## config.mk

```make
export PLATFORM = sky130hd
export DESIGN_NAME = if_network_ctrl
export DESIGN_NICKNAME = d
export VERILOG_FILES = /design/src/rtl/if_network_ctrl.sv
export SDC_FILE = /design/constraint.sdc
export NUM_CORES = 1
export LEC_CHECK = 0
export CAP_MARGIN = 20
export CELL_PAD_IN_SITES_DETAIL_PLACEMENT = 1
export CELL_PAD_IN_SITES_GLOBAL_PLACEMENT = 1
export CORE_MARGIN = 10
export CORE_UTILIZATION = 37
export CTS_CLUSTER_SIZE = 14
export DETAILED_ROUTE_END_ITERATION = 8
export PLACE_DENSITY = 0.91
export SLEW_MARGIN = 20
export SYNTH_ARGS = -nofsm -noshare
export SYNTH_HDL_FRONTEND = slang
export SYNTH_SLANG_ARGS = --single-unit
```

## constraint.sdc

```tcl
create_clock -name clk -period 3.5 [get_ports clk]
set_clock_uncertainty 0.1 [all_clocks]
set_input_delay 0.525 -clock clk [delete_from_list [all_inputs] [get_ports clk]]
set_output_delay 0.525 -clock clk [all_outputs]
set_load 0.02 [all_outputs]
```

## src/rtl/if_network_ctrl.sv

```systemverilog
// if_network_ctrl
//   Sequencer in front of if_network. Streams weights into the network's flat
//   weight memory, then runs inference timesteps: one spike vector per step is
//   presented on net_spike_in, output spikes are counted per output neuron and
//   the argmax is reported as the prediction.
//
//   Optional feature (macro IF_NETWORK_CTRL_VERIFY_EN): after a load, every
//   weight address is read back and XOR-compared with the XOR of the streamed
//   weights. The result is reported on load_err. Without the macro, load_err
//   is tied to 0.
//
// Ports
//   clk, rst                 clock, synchronous active-high reset
//   load_start, run_start    start pulses (honoured in IDLE only, load wins)
//   abort                    return to IDLE, no done pulse
//   num_steps                inference timesteps, sampled on run_start
//   wt_data/wt_valid/wt_ready     weight stream
//   spk_data/spk_valid/spk_ready  spike vector stream, one beat per step
//   net_spike_in, net_spike_out   network spike interface
//   mem_addr/mem_din/mem_wen/mem_dout  network weight memory port
//   busy, load_done, run_done  status / 1-cycle done pulses
//   pred, pred_count         argmax neuron index and its spike count
//   load_err                 weight readback mismatch
module if_network_ctrl #(
  parameter int WEIGHT_SIZE       = 32,
  parameter int NUM_INPUTS        = 4,
  parameter int NUM_LAYERS        = 1,
  // Flat vector of 32-bit neuron counts, layer 0 in the least significant word.
  parameter logic [32*NUM_LAYERS-1:0] NUM_HIDDEN_LAYER_NEURONS = {32'h1},
  parameter int LAYER_ADDR_WIDTH  = 32,
  parameter int NEURON_ADDR_WIDTH = 28,
  parameter int WEIGHT_ADDR_WIDTH = 10,
  parameter int STEP_W            = 16,
  parameter int CNT_W             = 16,
  parameter int DRAIN_CYCLES      = 4,
  localparam int NOUT   = int'(NUM_HIDDEN_LAYER_NEURONS[32*(NUM_LAYERS-1) +: 32]),
  localparam int PRED_W = (NOUT > 1) ? $clog2(NOUT) : 1
) (
  input  logic                        clk,
  input  logic                        rst,
  input  logic                        load_start,
  input  logic                        run_start,
  input  logic                        abort,
  input  logic [STEP_W-1:0]           num_steps,
  input  logic [WEIGHT_SIZE-1:0]      wt_data,
  input  logic                        wt_valid,
  output logic                        wt_ready,
  input  logic [NUM_INPUTS-1:0]       spk_data,
  input  logic                        spk_valid,
  output logic                        spk_ready,
  output logic [NUM_INPUTS-1:0]       net_spike_in,
  input  logic [NOUT-1:0]             net_spike_out,
  output logic [LAYER_ADDR_WIDTH-1:0] mem_addr,
  output logic [WEIGHT_SIZE-1:0]      mem_din,
  output logic                        mem_wen,
  input  logic [WEIGHT_SIZE-1:0]      mem_dout,
  output logic                        busy,
  output logic                        load_done,
  output logic                        run_done,
  output logic [PRED_W-1:0]           pred,
  output logic [CNT_W-1:0]            pred_count,
  output logic                        load_err
);

  localparam int LYR_W = LAYER_ADDR_WIDTH - NEURON_ADDR_WIDTH;
  localparam int NRN_W = NEURON_ADDR_WIDTH - WEIGHT_ADDR_WIDTH;
  localparam int WT_W  = WEIGHT_ADDR_WIDTH;
  localparam int DRN_W = (DRAIN_CYCLES > 1) ? $clog2(DRAIN_CYCLES) : 1;

  typedef enum logic [2:0] {
    S_IDLE,
    S_LOAD,
    S_RUN,
    S_DRAIN,
    S_ARGMAX
`ifdef IF_NETWORK_CTRL_VERIFY_EN
    , S_VERIFY
`endif
  } state_t;

  function automatic int layer_size(input int l);
    return int'(NUM_HIDDEN_LAYER_NEURONS[32*l +: 32]);
  endfunction

  function automatic int fanin(input int l);
    return (l == 0) ? NUM_INPUTS : layer_size(l - 1);
  endfunction

  state_t state, state_nxt;

  logic [LYR_W-1:0] lyr_idx, lyr_nxt;
  logic [NRN_W-1:0] nrn_idx, nrn_nxt;
  logic [WT_W-1:0]  wt_idx,  wt_nxt;
  logic             last_wt, last_nrn, last_lyr, last_beat;
  logic [LAYER_ADDR_WIDTH-1:0] cur_addr;

  logic [STEP_W-1:0] step_cnt;
  logic [DRN_W-1:0]  drain_cnt;
  logic              drain_last;
  logic [PRED_W-1:0] scan_idx, best_idx;
  logic [CNT_W-1:0]  best_cnt, scan_cnt;
  logic              scan_last, take;
  logic [CNT_W-1:0]  spk_cnt [NOUT];
  logic              load_last;
  logic              wt_hs, spk_hs;

`ifdef IF_NETWORK_CTRL_VERIFY_EN
  logic [WEIGHT_SIZE-1:0] wr_xor, rd_xor;
  logic                   rd_iss, rd_iss_last, rd_smp, rd_smp_last, iss_done;
`else
  logic unused_dout;
  assign unused_dout = ^mem_dout;
  assign load_err    = 1'b0;
`endif

  assign wt_hs  = wt_valid && wt_ready;
  assign spk_hs = spk_valid && spk_ready;

  // Weight index walk: weight fastest, then neuron, then layer; wraps to 0
  // after the last weight so a readback walk can start straight away.
  always_comb begin
    last_wt   = int'(wt_idx) == fanin(int'(lyr_idx)) - 1;
    last_nrn  = int'(nrn_idx) == layer_size(int'(lyr_idx)) - 1;
    last_lyr  = int'(lyr_idx) == NUM_LAYERS - 1;
    last_beat = last_wt && last_nrn && last_lyr;
    cur_addr  = {lyr_idx, nrn_idx, wt_idx};
    wt_nxt    = wt_idx + 1'b1;
    nrn_nxt   = nrn_idx;
    lyr_nxt   = lyr_idx;
    if (last_wt) begin
      wt_nxt  = '0;
      nrn_nxt = nrn_idx + 1'b1;
      if (last_nrn) begin
        nrn_nxt = '0;
        lyr_nxt = last_lyr ? '0 : lyr_idx + 1'b1;
      end
    end
  end

  always_comb begin
    drain_last = int'(drain_cnt) == DRAIN_CYCLES - 1;
    scan_last  = int'(scan_idx) == NOUT - 1;
    scan_cnt   = spk_cnt[scan_idx];
    take       = scan_cnt > best_cnt;
  end

  // State register
  always_ff @(posedge clk) begin
    if (rst) state <= S_IDLE;
    else     state <= state_nxt;
  end

  // Next-state logic
  always_comb begin
    state_nxt = state;
    if (abort) begin
      state_nxt = S_IDLE;
    end else begin
      case (state)
        S_IDLE: begin
          if (load_start)     state_nxt = S_LOAD;
          else if (run_start) state_nxt = (num_steps == '0) ? S_DRAIN : S_RUN;
        end
        S_LOAD: begin
`ifdef IF_NETWORK_CTRL_VERIFY_EN
          if (wt_hs && last_beat) state_nxt = S_VERIFY;
`else
          if (wt_hs && last_beat) state_nxt = S_IDLE;
`endif
        end
        S_RUN:    if (spk_hs && step_cnt == STEP_W'(1)) state_nxt = S_DRAIN;
        S_DRAIN:  if (drain_last) state_nxt = S_ARGMAX;
        S_ARGMAX: if (scan_last)  state_nxt = S_IDLE;
`ifdef IF_NETWORK_CTRL_VERIFY_EN
        S_VERIFY: if (rd_smp && rd_smp_last) state_nxt = S_IDLE;
`endif
        default:  state_nxt = S_IDLE;
      endcase
    end
  end

  // Output logic; readies drop with abort so no beat is accepted then.
  always_comb begin
    busy      = state != S_IDLE;
    wt_ready  = (state == S_LOAD) && !abort;
    spk_ready = (state == S_RUN) && (step_cnt != '0) && !abort;
  end

  // Datapath
  always_ff @(posedge clk) begin
    if (rst) begin
      lyr_idx      <= '0;
      nrn_idx      <= '0;
      wt_idx       <= '0;
      step_cnt     <= '0;
      drain_cnt    <= '0;
      scan_idx     <= '0;
      best_idx     <= '0;
      best_cnt     <= '0;
      for (int unsigned j = 0; j < NOUT; j++) spk_cnt[j] <= '0;
      mem_addr     <= '0;
      mem_din      <= '0;
      mem_wen      <= 1'b0;
      net_spike_in <= '0;
      load_done    <= 1'b0;
      run_done     <= 1'b0;
      load_last    <= 1'b0;
      pred         <= '0;
      pred_count   <= '0;
`ifdef IF_NETWORK_CTRL_VERIFY_EN
      wr_xor       <= '0;
      rd_xor       <= '0;
      rd_iss       <= 1'b0;
      rd_iss_last  <= 1'b0;
      rd_smp       <= 1'b0;
      rd_smp_last  <= 1'b0;
      iss_done     <= 1'b0;
      load_err     <= 1'b0;
`endif
    end else begin
      mem_wen      <= 1'b0;
      net_spike_in <= '0;
      run_done     <= 1'b0;
      load_last    <= 1'b0;
      drain_cnt    <= '0;
      // The final write issues the cycle after its handshake; load_done
      // follows one cycle later.
      load_done    <= load_last && !abort;

`ifdef IF_NETWORK_CTRL_VERIFY_EN
      // Readback pipeline: address valid (rd_iss) -> mem_dout valid (rd_smp).
      rd_iss      <= 1'b0;
      rd_smp      <= rd_iss && !abort;
      rd_smp_last <= rd_iss_last;
      if (rd_smp && !abort) begin
        rd_xor <= rd_xor ^ mem_dout;
        if (rd_smp_last) begin
          load_err  <= (rd_xor ^ mem_dout) != wr_xor;
          load_done <= 1'b1;
        end
      end
`endif

      if (!abort && (state == S_RUN || state == S_DRAIN)) begin
        for (int unsigned j = 0; j < NOUT; j++)
          if (net_spike_out[j] && spk_cnt[j] != '1) spk_cnt[j] <= spk_cnt[j] + 1'b1;
      end

      if (!abort) begin
        case (state)
          S_IDLE: begin
            if (load_start) begin
              lyr_idx <= '0;
              nrn_idx <= '0;
              wt_idx  <= '0;
`ifdef IF_NETWORK_CTRL_VERIFY_EN
              wr_xor   <= '0;
              rd_xor   <= '0;
              iss_done <= 1'b0;
              load_err <= 1'b0;
`endif
            end else if (run_start) begin
              step_cnt <= num_steps;
              for (int unsigned j = 0; j < NOUT; j++) spk_cnt[j] <= '0;
            end
          end
          S_LOAD: begin
            if (wt_hs) begin
              mem_wen  <= 1'b1;
              mem_addr <= cur_addr;
              mem_din  <= wt_data;
              lyr_idx  <= lyr_nxt;
              nrn_idx  <= nrn_nxt;
              wt_idx   <= wt_nxt;
`ifdef IF_NETWORK_CTRL_VERIFY_EN
              wr_xor   <= wr_xor ^ wt_data;
`else
              if (last_beat) load_last <= 1'b1;
`endif
            end
          end
          S_RUN: begin
            if (spk_hs) begin
              net_spike_in <= spk_data;
              step_cnt     <= step_cnt - 1'b1;
            end
          end
          S_DRAIN: begin
            drain_cnt <= drain_cnt + 1'b1;
            if (drain_last) begin
              scan_idx <= '0;
              best_idx <= '0;
              best_cnt <= '0;
            end
          end
          S_ARGMAX: begin
            if (take) begin
              best_idx <= scan_idx;
              best_cnt <= scan_cnt;
            end
            scan_idx <= scan_idx + 1'b1;
            if (scan_last) begin
              pred       <= take ? scan_idx : best_idx;
              pred_count <= take ? scan_cnt : best_cnt;
              run_done   <= 1'b1;
            end
          end
`ifdef IF_NETWORK_CTRL_VERIFY_EN
          S_VERIFY: begin
            if (!iss_done) begin
              mem_addr    <= cur_addr;
              lyr_idx     <= lyr_nxt;
              nrn_idx     <= nrn_nxt;
              wt_idx      <= wt_nxt;
              rd_iss      <= 1'b1;
              rd_iss_last <= last_beat;
              iss_done    <= last_beat;
            end
          end
`endif
          default: ;
        endcase
      end
    end
  end

endmodule
```

==> results.toml <==
[routing]
wl_per_cell_um = 18.1
wl_met2_mm = 12.0
via_per_inst = 5.36
dr.pass1.iters = 5
first_iter_violations = 450
top_layer = "met4"
drc = 0
dr_total_vias = 7336
wl_met3_mm = 1.36
postRouteWirelength_mm = 24.7
ant_nets = 0
wl_met1_mm = 10.9

[clock_tree]
cts_tree = "done"
clk_pin_slew_ns = 0.07
cts-root-buf = "clkbuf_16"
postCtsSetupBuffers = 0
numCtsBuffers = 17
clk_latency_ns = 0.44
ctsResizeCount = 0
htreeDepth = 4
clock-sinks = 176
cts_hold_buf = 0
cts.path.max_buffers = 2

[sta]
setup_slack_ns = 0.277
worst_pin_slew_ns = 0.776
rsz0062_at_grt = "false"
fin_tns_setup_ns = 0
min_period_over_period = 0.921
post-route-min-period_ns = 3.22
max_freq_mhz = 310
hold_violations = 0
slew_headroom = 0.482
setup_viol = 0
drv_slew = 0

[synthesis]
yosysWarnings = 0
avgSynthCellArea_um2 = 8.52
ys_ff_latch = 176
synth-edff-count = 16
async_flop_share = 0
synth_top_area_frac = 0.396
synthTopCellsByArea = "dfxtp_1 (40%), nand2_1 (8.4%), a21oi_1 (6.3%)"
synth_seq_area_share = 0.456
synth_fp_nets = 1068
syn_inst = 949
syn_area_um2 = 8080
yosys.area.top_type = "dfxtp_1"
ys.flop_type = "dfxtp_1"
synth.distinct_cells = 68

[cells_and_area]
layout-drive-gt1-share = 0.0653
diodes = 0
area_growth_pct = 28.6
final_common_cell = "nand2_1"
mostFrequentLayoutCells = "nand2_1 (180), dfxtp_1 (160), clkdlybuf4s50_1 (149)"
nets = 1194

[critical_path]
cp.required_ns = 2.87
cp.arrival_ns = 2.60
worstSetupEndpointType = "output port"
worstPathMaxFanout = 6
cp-start-kind = "flip-flop"
path_class = "reg2out"

[grt]
first_global_vias = 7734
antenna_found_initial = 0
grt_first_pass_wirelength_mm = 40.3
grt_use_total = 0.171
gr-total-overflow = 0
grt_max_degree = 66

[place]
place_ws_ns = 0.420
dp_hpwl_mm = 17.6
portBuffers = 150
place_congestion = 0.808

[floorplanning]
initial_core_util = 0.373
coreArea_um2 = 21700
design.die.area_um2 = 28200
rows = 54
pin_count = 184
fp.dieH_um = 168
die_w_um = 168

[job]
drv_cap = 0

[power]
max-vdd-ir-drop_uv = 244
p_leak_nw = 3.59
total_power_mw = 4.49
p_per_area_nw_per_um2 = 432

[min_path]
hold_class = "reg2reg"

[run_status]
outcome = "finished clean"
## final cells by class
type / count / area [µm²]
Tap cell: 280 / 350
Multi-Input combinational cell: 691 / 4050
Inverter: 27 / 101
Fill cell: 2540 / 11300
Timing Repair Buffer: 162 / 1600
Sequential cell: 176 / 3680
Clock buffer: 18 / 450
Clock inverter: 14 / 163
## layer usage
layer  up-vias  global-route usage
li1       3545                   -
met1      3543               0.208
met3        34              0.0407
met2       214               0.290
met5         -                   0
met4         0              0.0564
## per-stage QoR
step / utilization / hold slack (ns) / area [µm²] / std cells
after floorplan: - / 0.298 / 8080 / 949
after global placement: 0.451 / 0.312 / 9770 / 1336
after detailed placement: 0.451 / 0.315 / 9770 / 1336
after CTS: 0.479 / 0.325 / 10400 / 1368
after global routing: 0.479 / 0.346 / 10400 / 1368
final: 0.479 / 0.323 / 10400 / 1368
## cells in the mapped netlist (all sizes together) (4+ instances only)
| cell type | n |
|---|---|
| o21a | 4 |
| xnor2 | 15 |
| clkbuf | 31 |
| o21ai | 28 |
| nor2 | 97 |
| nor3 | 18 |
| mux2i | 18 |
| nor3b | 6 |
| nand4 | 19 |
| inv | 27 |
| edfxtp | 16 |
| a22oi | 6 |
| nand2 | 181 |
| nand2b | 4 |
| nor4 | 19 |
| dfxtp | 160 |
| xor2 | 19 |
| and2 | 8 |
| ha | 27 |
| buf | 24 |
| a22o | 18 |
| a211oi | 18 |
| or3 | 6 |
| and3 | 9 |
| nand3 | 23 |
| a21oi | 102 |
## final timing paths
check                       from      endpoint  slack [ns]  cells past startpoint
hold reg to reg     drain_cnt[0]  drain_cnt[0]        0.32                      1
hold / removal      drain_cnt[0]  drain_cnt[0]        0.32                      1
setup / recovery     step_cnt[8]     spk_ready        0.28                      4
setup reg to reg  spk_cnt[0][11]   best_cnt[1]        0.47                      7
## power breakdown
group          switching (mW)  leakage (nW)  internal, mW
Combinational           0.224          1.83         0.170
Clock                   0.883         0.300          1.12
Sequential             0.0373          1.46          2.06
Total                    1.14          3.59          3.34
## flip-flops by register name, summed over array words and instances, names as in the netlist, 2 cells and up
| name | cells |
|---|---|
| lyr_idx | 4 |
| mem_din | 32 |
| state | 3 |
| net_spike_in | 4 |
| nrn_idx | 18 |
| drain_cnt | 2 |
| step_cnt | 16 |
| mem_addr | 32 |
| best_cnt | 16 |
| spk_cnt | 16 |
| pred_count | 16 |
| wt_idx | 10 |
## cell families (layout without fill, tap and decap cells)
family / Yosys count / after routing / share of synthesized area
buf+inv: 82 / 221 / 0.0457
compound gates: 203 / 203 / 0.159
simple gates: 406 / 406 / 0.235
mux: 20 / 20 / 0.0251
fa+ha+maj: 27 / 27 / 0.0418
flops: 176 / 176 / 0.456
xor+xnor: 34 / 34 / 0.0368
other cells: 1 / 1 / 0.000464
## critical path, stage by stage, from the launching register on
cell	delay, ns
dfxtp_1	0.36
nor4_1	0.66
and4_1	0.43
nor3_1	0.12
clkdlybuf4s50_1	0.59
Power figures use the tool's default switching activity.
